**src/rtl/spi_reg_ctrl_if.sv**
```systemverilog
// Byte-level link between the SPI slave byte engine and the register controller.
// master = register controller side, slave = SPI byte engine side.
interface spi_reg_ctrl_if;
  logic [7:0] si_data;
  logic       si_done;
  logic [7:0] so_data;
  logic       so_start;
  logic       so_ready;

  modport master (input si_data, si_done, so_ready, output so_data, so_start);
  modport slave  (output si_data, si_done, so_ready, input so_data, so_start);
endinterface

```
**src/rtl/spi_reg_ctrl.sv**
```systemverilog
// Addressed register map over SPI bytes: write 2 cycles and read so_start 3 cycles after si_done rise;
// a read load waits in RD_LOAD while so_ready=0, and cs deassertion abandons any frame.
module spi_reg_ctrl #(
  parameter int         NUM_REGS = 4,
  parameter logic [7:0] REG_RST  = 8'h00
) (
  input  logic                  clk,
  input  logic                  reset,
  input  logic                  cs,
  spi_reg_ctrl_if.master        bus,
  output logic [8*NUM_REGS-1:0] reg_q,
  input  logic [8*NUM_REGS-1:0] status_in,
  output logic                  wr_stb,
  output logic [6:0]            wr_addr,
  output logic                  frame_err
);

  typedef enum logic [2:0] {IDLE, CMD, WR, RD_LOAD, RD} state_t;

  state_t     state_q, state_d;
  logic       cs_meta_q, cs_s_q;
  logic       si_done_q, si_done_dq;
  logic [6:0] addr_q, addr_d;
  logic [7:0] regs_q [NUM_REGS];
  logic [7:0] regs_d [NUM_REGS];
  logic [7:0] so_data_q, so_data_d;
  logic       so_start_q, so_start_d;
  logic       wr_stb_q, wr_stb_d;
  logic [6:0] wr_addr_q, wr_addr_d;
  logic       frame_err_q, frame_err_d;

  logic       byte_ev;
  logic       in_rw, in_map;
  logic [7:0] rd_val;

  // si_done is registered before edge detection so the event lines up with the FSM a cycle later.
  assign byte_ev = si_done_q & ~si_done_dq;
  assign in_rw   = 32'(addr_q) < 32'(NUM_REGS);
  assign in_map  = 32'(addr_q) < 32'(2 * NUM_REGS);

  always_comb begin
    rd_val = 8'h00;
    for (int i = 0; i < NUM_REGS; i++) begin
      if (addr_q == 7'(i))            rd_val = regs_q[i];
      if (addr_q == 7'(NUM_REGS + i)) rd_val = status_in[8*i +: 8];
    end
  end

  always_comb begin
    state_d     = state_q;
    addr_d      = addr_q;
    regs_d      = regs_q;
    so_data_d   = so_data_q;
    so_start_d  = 1'b0;
    wr_stb_d    = 1'b0;
    wr_addr_d   = wr_addr_q;
    frame_err_d = frame_err_q;

    // Deselect has priority over any byte event in the same cycle.
    if (state_q != IDLE && cs_s_q) begin
      state_d = IDLE;
    end else begin
      case (state_q)
        IDLE: if (!cs_s_q) state_d = CMD;
        CMD: if (byte_ev) begin
          addr_d      = bus.si_data[6:0];
          frame_err_d = 1'b0;
          state_d     = bus.si_data[7] ? WR : RD_LOAD;
        end
        WR: if (byte_ev) begin
          if (in_rw) begin
            for (int i = 0; i < NUM_REGS; i++)
              if (addr_q == 7'(i)) regs_d[i] = bus.si_data;
            wr_stb_d  = 1'b1;
            wr_addr_d = addr_q;
          end else begin
            frame_err_d = 1'b1;
          end
          addr_d = addr_q + 7'd1;
        end
        RD_LOAD: if (bus.so_ready) begin
          so_data_d  = rd_val;
          so_start_d = 1'b1;
          if (!in_map) frame_err_d = 1'b1;
          state_d    = RD;
        end
        RD: if (byte_ev) begin
          addr_d  = addr_q + 7'd1;
          state_d = RD_LOAD;
        end
        default: state_d = IDLE;
      endcase
    end
  end

  always_ff @(posedge clk or negedge reset) begin
    if (!reset) begin
      cs_meta_q   <= 1'b1;
      cs_s_q      <= 1'b1;
      si_done_q   <= 1'b0;
      si_done_dq  <= 1'b0;
      state_q     <= IDLE;
      addr_q      <= 7'd0;
      so_data_q   <= 8'h00;
      so_start_q  <= 1'b0;
      wr_stb_q    <= 1'b0;
      wr_addr_q   <= 7'd0;
      frame_err_q <= 1'b0;
      for (int i = 0; i < NUM_REGS; i++) regs_q[i] <= REG_RST;
    end else begin
      cs_meta_q   <= cs;
      cs_s_q      <= cs_meta_q;
      si_done_q   <= bus.si_done;
      si_done_dq  <= si_done_q;
      state_q     <= state_d;
      addr_q      <= addr_d;
      so_data_q   <= so_data_d;
      so_start_q  <= so_start_d;
      wr_stb_q    <= wr_stb_d;
      wr_addr_q   <= wr_addr_d;
      frame_err_q <= frame_err_d;
      regs_q      <= regs_d;
    end
  end

  always_comb begin
    reg_q = '0;
    for (int i = 0; i < NUM_REGS; i++) reg_q[8*i +: 8] = regs_q[i];
  end

  assign bus.so_data  = so_data_q;
  assign bus.so_start = so_start_q;
  assign wr_stb       = wr_stb_q;
  assign wr_addr      = wr_addr_q;
  assign frame_err    = frame_err_q;

endmodule

```
**src/flat_wrapper.sv**
```systemverilog
// flat-port wrapper written by rule: the top's interface ports become plain ports
module spi_reg_ctrl_flat 
#(
  parameter int         NUM_REGS = 4,
  parameter logic [7:0] REG_RST  = 8'h00
)
  (clk, reset, cs, reg_q, status_in, wr_stb, wr_addr, frame_err, bus_si_data, bus_si_done, bus_so_ready, bus_so_data, bus_so_start);
  spi_reg_ctrl_if bus_i ();
  input  logic clk;
  input  logic reset;
  input  logic cs;
  output logic [8*NUM_REGS-1:0] reg_q;
  input  logic [8*NUM_REGS-1:0] status_in;
  output logic wr_stb;
  output logic [6:0] wr_addr;
  output logic frame_err;
  input wire logic [$bits(bus_i.si_data)-1:0] bus_si_data;
  input wire logic [$bits(bus_i.si_done)-1:0] bus_si_done;
  input wire logic [$bits(bus_i.so_ready)-1:0] bus_so_ready;
  output wire logic [$bits(bus_i.so_data)-1:0] bus_so_data;
  output wire logic [$bits(bus_i.so_start)-1:0] bus_so_start;
  assign bus_i.si_data = bus_si_data;
  assign bus_i.si_done = bus_si_done;
  assign bus_i.so_ready = bus_so_ready;
  assign bus_so_data = bus_i.so_data;
  assign bus_so_start = bus_i.so_start;
  spi_reg_ctrl #(.NUM_REGS(NUM_REGS), .REG_RST(REG_RST)) u_core (.clk(clk), .reset(reset), .cs(cs), .bus(bus_i), .reg_q(reg_q), .status_in(status_in), .wr_stb(wr_stb), .wr_addr(wr_addr), .frame_err(frame_err));
endmodule
```
**config.mk**
```make
export PLATFORM = sky130hd
export DESIGN_NAME = spi_reg_ctrl_flat
export DESIGN_NICKNAME = d
export VERILOG_FILES = /design/src/rtl/spi_reg_ctrl_if.sv /design/src/rtl/spi_reg_ctrl.sv /design/src/flat_wrapper.sv
export SDC_FILE = /design/constraint.sdc
export NUM_CORES = 1
export LEC_CHECK = 0
export CAP_MARGIN = 20
export CORE_AREA = 2 2 92 94
export DETAILED_ROUTE_END_ITERATION = 12
export DIE_AREA = 0 0 94 96
export GPL_TIMING_DRIVEN = 0
export PLACE_DENSITY = 0.75
export RECOVER_POWER = 25
export SYNTH_ARGS = -nofsm -noshare
export SYNTH_HDL_FRONTEND = slang
export SYNTH_SLANG_ARGS = --single-unit
```
**constraint.sdc**
```tcl
create_clock -name clk -period 2.24 [get_ports clk]
set_clock_uncertainty 0.15 [all_clocks]
set_input_delay 0.448 -clock clk [delete_from_list [all_inputs] [get_ports clk]]
set_output_delay 0.448 -clock clk [all_outputs]
set_load 0.01 [all_outputs]
```
* Word-level counts from Yosys, hierarchy flattened *
Index checks and enable logic that the tools add are counted.

word-level totals
  bits in registers = 64
  input bits = 45
  output and inout bits = 50
  word-level logic and storage cells = 90

cells by class
  $add $sub $neg = 1
  $lt $le $gt $ge = 2
  equality and inequality tests = 22
  mux-type cells = 31
  bitwise gates (word level) = 3
  reduce and logical (&&, ||, !) cells = 16

operator list
  kind                                                         number
  two-way mux 8 bit                                            8
  equality test 7 x 3 -> 1 bit (second input constant)         4
  AND reduction 5 bit                                          5
  two-way mux 3 bit                                            5
  one-hot mux 3 bit (5 select lines)                           1
  equality test 7 x 2 -> 1 bit (second input constant)         2
  two-way mux 7 bit                                            2
  one-hot mux 7 bit (2 select lines)                           1
  two-way mux 1 bit                                            13
  != test 2 x 1 -> 1 bit (second input constant)               4
  AND reduction 4 bit                                          2
  adder 7 x 1 -> 7 bit (second input constant)                 1
  equality test 7 x 1 -> 1 bit (second input constant)         1
  logical NOT 7 bit                                            1
  less-than comparator 7 x 3 -> 1 bit (second input constant)  1
  less-than comparator 7 x 4 -> 1 bit (second input constant)  1
  AND reduction 7 bit                                          1
  equality test 3 x 2 -> 1 bit (second input constant)         2
  != test 2 bit (second input constant)                        3
  != test 3 x 1 -> 1 bit (second input constant)               2
  nonzero test 3 bit                                           2
  equality test 3 x 1 -> 1 bit (second input constant)         1
  equality test 3 bit (second input constant)                  1
  logical NOT 3 bit                                            1
  9 further kinds                                              10

* Longest topological paths before layout *
  depth after elaboration = 9
  mapped depth = 9

* Least setup slack after synthesis *
Ideal clock, no wire load.

  path type = register to register
  start = register u_core.addr_q[3]
  end = register u_core.so_data_q[6] (netlist: u_core.bus.so_data[6])
  library setup time = 0.131 ns
  data arrival time = 1.973 ns
  required time = 1.959 ns
  path slack = -0.014 ns
  stages on the path, launching flop included = 7
  path buffers = 1
  path through = dfrtp_1 -> or4_4 -> buf_6 -> nor3_4 -> or2b_2 -> nor3_1 -> or3_1

between the ends
  cells in the longest elaborated chain, start to end = 9

RTL lines
  item                    RTL line             text
  start, declared         spi_reg_ctrl.sv:23   logic [6:0] addr_q, addr_d;
  start signal, assigned  spi_reg_ctrl.sv:116  addr_q <= addr_d;
  logical NOT 7 bit       spi_reg_ctrl.sv:44   if (addr_q == 7'(i)) rd_val = regs_q[i];
  two-way mux 8 bit       spi_reg_ctrl.sv:44
  two-way mux 8 bit       spi_reg_ctrl.sv:45   if (addr_q == 7'(NUM_REGS + i)) rd_val = status_in[8*i +: 8];
  two-way mux 8 bit       spi_reg_ctrl.sv:44
  two-way mux 8 bit       spi_reg_ctrl.sv:45
  two-way mux 8 bit       spi_reg_ctrl.sv:44
  two-way mux 8 bit       spi_reg_ctrl.sv:45
  two-way mux 8 bit       spi_reg_ctrl.sv:44
  two-way mux 8 bit (*)   spi_reg_ctrl.sv:45
  end signal, assigned    spi_reg_ctrl.sv:117  so_data_q <= so_data_d;
  end, declared           spi_reg_ctrl.sv:26   logic [7:0] so_data_q, so_data_d;

Every way passes the cells marked *; elsewhere a longest branch is shown, timed or not.
A chain may end at the register's enable or synchronous reset.

* Worst setup path in the final report *
  start = register u_core.addr_q[4]
  end = register u_core.so_data_q[6] (netlist: u_core.bus.so_data[6])

The elaborated chain is that of the path after synthesis.

==> flow_summary.toml <==
[power]
power_mw = 3.524
leakage_nw = 2.063
worst_ir_drop_vdd_v = 0.0003102
power_density_mw_per_mm2 = 700.9

[critical_path]
critPathKind = "flop to flop"
setup.worst_path.start_class = "flop"
worstPathRequired_ns = 2.31
worst-endpoint-arrival_ns = 2.33
critical_path.max_fanout = 7
reg2reg_setup_slack_ns = -0.01
r2r-start = "u_core.addr_q[4]"
worstSetupEndpointType = "flop"
cp-startpoint = "u_core.addr_q[4]"

[sta]
rsz0062_at_grt = "true"
final-setup-viol-count = 2
setup_tns_ns = -0.02443
finalCriticalPeriod_ns = 2.255
final_hold_viol_count = 0
hold-worst-slack_ns = 0.2080
worst_pin_slew_ns = 1.572
maxClockFrequency_ghz = 0.4435
number_of_max_slew_violations_in_the_final_report = 65
slew_headroom_pct = -4.810
worst_case_setup_margin_in_the_final_layout_ns = -0.01477
final_min_period_over_clock_period_pct = 100.7

[route]
drt_wl_total_mm = 10.75
drt.antenna.violating_nets = 0
drt-vias-per-instance = 5.807
firstDrtPassIters = 4
met2WireLength_mm = 5.218
vias_after_detailed_routing = 3287
route.top_layer_used = "met4"
met3RoutedLength_um = 710
detailedRoute.firstIterationViolations = 176
avgRoutedWirePerCell_um = 18.99
drt-met1-wl_mm = 4.548
remaining_drc_errors = 0

[layout]
share_of_cells_above_drive_strength_1_pct = 21.04
final_area_mm2 = 0.005027
final_net_count = 505
fin_cells = 566
insertedDiodeCount = 0
layout.core_utilization_pct = 62.44
area_delta_synth_final_pct = 46.54

[place]
place.detailed.hpwl_mm = 7.485
dpl-instance-area_mm2 = 0.004503
detailedPlace.worstSlack_ns = -0.5822
io_buffer_count = 94
dp_cells = 538
gpl_wtd_cong = 0.8577

[job]
maxCapViolCount = 1

[hold_path]
timing.hold.worst.start = "u_core.cs_meta_q"
min_path_type = "flop to flop"

[floorplanning]
boundary_pin_count = 95
die_area_mm2 = 0.009024
floorplan.core_area_mm2 = 0.008051
floorplan.die.width_um = 94
dieHeight_um = 96
core.rowCount = 33
initial_core_util_pct = 42.61

[synthesis]
yosysSeqAreaShare_pct = 46.75
average_cell_area_after_synthesis_um2 = 10.12
synth_largest_type_area_fraction_pct = 45.22
post_synth_inst_count = 339
ys_top_cells_by_area = "dfrtp_1 45%, mux2_1 9.5%, o21ai_0 4.5%, a21oi_1 3.5%, a221oi_1 3.3%"
netlist_area_mm2 = 0.003431
synth_fp_nets = 388
number_of_synthesis_warnings = 0
async_flop_share_pct = 100.0
ys_types = 48
synth-seq-cells = 64
synth_flop_cell = "dfrtp_1"
netlist.top_cell.by_area = "dfrtp_1"
edff_count_synth = 0

[clock_network]
insertion_delay_ns = 0.35
ctsRootBufferMaster = "clkbuf_8"
clock_sink_count = 64
cts_max_path_buffers = 2
numCtsBuffers = 9
cts-htree-levels = 3
clk_transition_reported_paths_ns = 0.07
tritoncts = "done"

[grt]
grt_antenna_before_repair = 0
grt_max_degree = 65
number_of_global_route_vias_before_repair = 3244
global_route.usage.total_pct = 24.73
globalRoute.totalOverflow = 0
first_pass_grt_wire_length_mm = 17.04

[status]
failed_checks = "capacitance limit, slew limit, setup timing"
status = "finished, violations left"
## per-layer routing
metal,vias up,global-route usage (%)
li1,1505,-
met1,1608,32.01
met2,150,40.71
met3,24,5.168
met4,0,9.903
met5,-,0
## worst max-delay path: stages (launching register included)
cell and delay [ns]:
dfrtp_2 0.43, or4_4 0.55, buf_8 0.16, nor3_4 0.20, or2b_4 0.22, nor3_1 0.06, or3_1 0.35
## Yosys cell counts, types with 2 or more instances
library cell  count
a21oi_1          24
a221o_1           3
a221oi_1         13
a222oi_1          3
a2bb2oi_1         2
and3_1            2
buf_1             4
buf_2             4
buf_6             2
clkbuf_1         14
dfrtp_1          62
dfstp_2           2
ha_1              4
inv_1            16
mux2_1           29
mux2_2            5
nand2_1           8
nand2_2           2
nand2b_1         11
nand3_1          16
nand4_1           2
nor2_1           19
nor2b_1           7
nor3_1            3
nor4_1            4
o211ai_1          4
o21ai_0          31
o21ai_1           4
o221ai_1          7
o22a_1            4
o22ai_1           5
o31ai_1           3
or2_1             3
or3_1             3
## final cells by class
cell class	instances	area, µm²
fill	672	3024
multi-input combinational	235	1797
sequential	64	1610
timing repair buffer	112	1101
clock buffer	10	137.6
tap	105	131.4
buffer	18	122.6
clock inverter	6	67.56
inverter	16	60.06
## flip-flops by register name, summed over array words and instances, names as in the netlist
register             flops
u_core.cs_meta_q         1
u_core.frame_err         1
u_core.si_done_q         1
u_core.bus.so_start      1
u_core.reg_q            32
u_core.addr_q            7
u_core.wr_stb            1
u_core.cs_s_q            1
u_core.wr_addr           7
u_core.si_done_dq        1
u_core.state_q           3
u_core.bus.so_data       8
## placed cells by master, fill, tap and decap left out, types with 5 or more instances in the layout
| master | instances |
|---|---|
| clkdlybuf4s50_1 | 91 |
| dfrtp_1 | 57 |
| o21ai_0 | 31 |
| a21oi_1 | 22 |
| mux2_1 | 21 |
| nor2_1 | 18 |
| buf_4 | 16 |
| inv_1 | 15 |
| nand3_1 | 14 |
| a221oi_1 | 11 |
| nand2b_1 | 11 |
| clkbuf_8 | 10 |
| clkbuf_2 | 8 |
| mux2_4 | 8 |
| nor2b_1 | 7 |
| nand2_1 | 7 |
| o221ai_1 | 7 |
| mux2_2 | 5 |
| dfrtp_2 | 5 |
## cell families (layout without fill, tap and decap cells)
group	count (synthesis)	count (layout)	synth area share (%)
AO/OA/AOI/OAI	106	106	20.24
AND/OR/NAND/NOR	89	89	14.88
flip-flops	64	64	46.75
buffers and inverters	40	162	4.960
multiplexers	35	35	11.45
adder cells (fa/ha/maj)	4	4	1.459
XOR/XNOR	1	1	0.2553
## power by group
part | switching [mW] | total, mW | internal [mW]
clock | 0.481 | 1.03 | 0.547
sequential | 0.162 | 1.46 | 1.30
combinational | 0.531 | 1.04 | 0.507
total | 1.17 | 3.52 | 2.35
## worst paths after layout
kind                            depth (start not counted)                     to
min in group asynchronous                               1       u_core.reg_q[29]
worst max register to register                          6  u_core.bus.so_data[6]
worst min-delay path                                    0          u_core.cs_s_q
worst min register to register                          0          u_core.cs_s_q
worst max-delay path                                    6  u_core.bus.so_data[6]
max in group asynchronous                               1       u_core.addr_q[4]
## repair_timing
| item | in CTS | in global routing |
|---|---|---|
| resized for setup | 29 | 32 |
| hold buffers | 0 | 0 |
| setup endpoints to repair | 45 | 46 |
| buffers inserted | 11 | 6 |
| cloned | 0 | 1 |
| pin swaps | 5 | 5 |
Note: power is estimated with default switching activity, not from simulation.
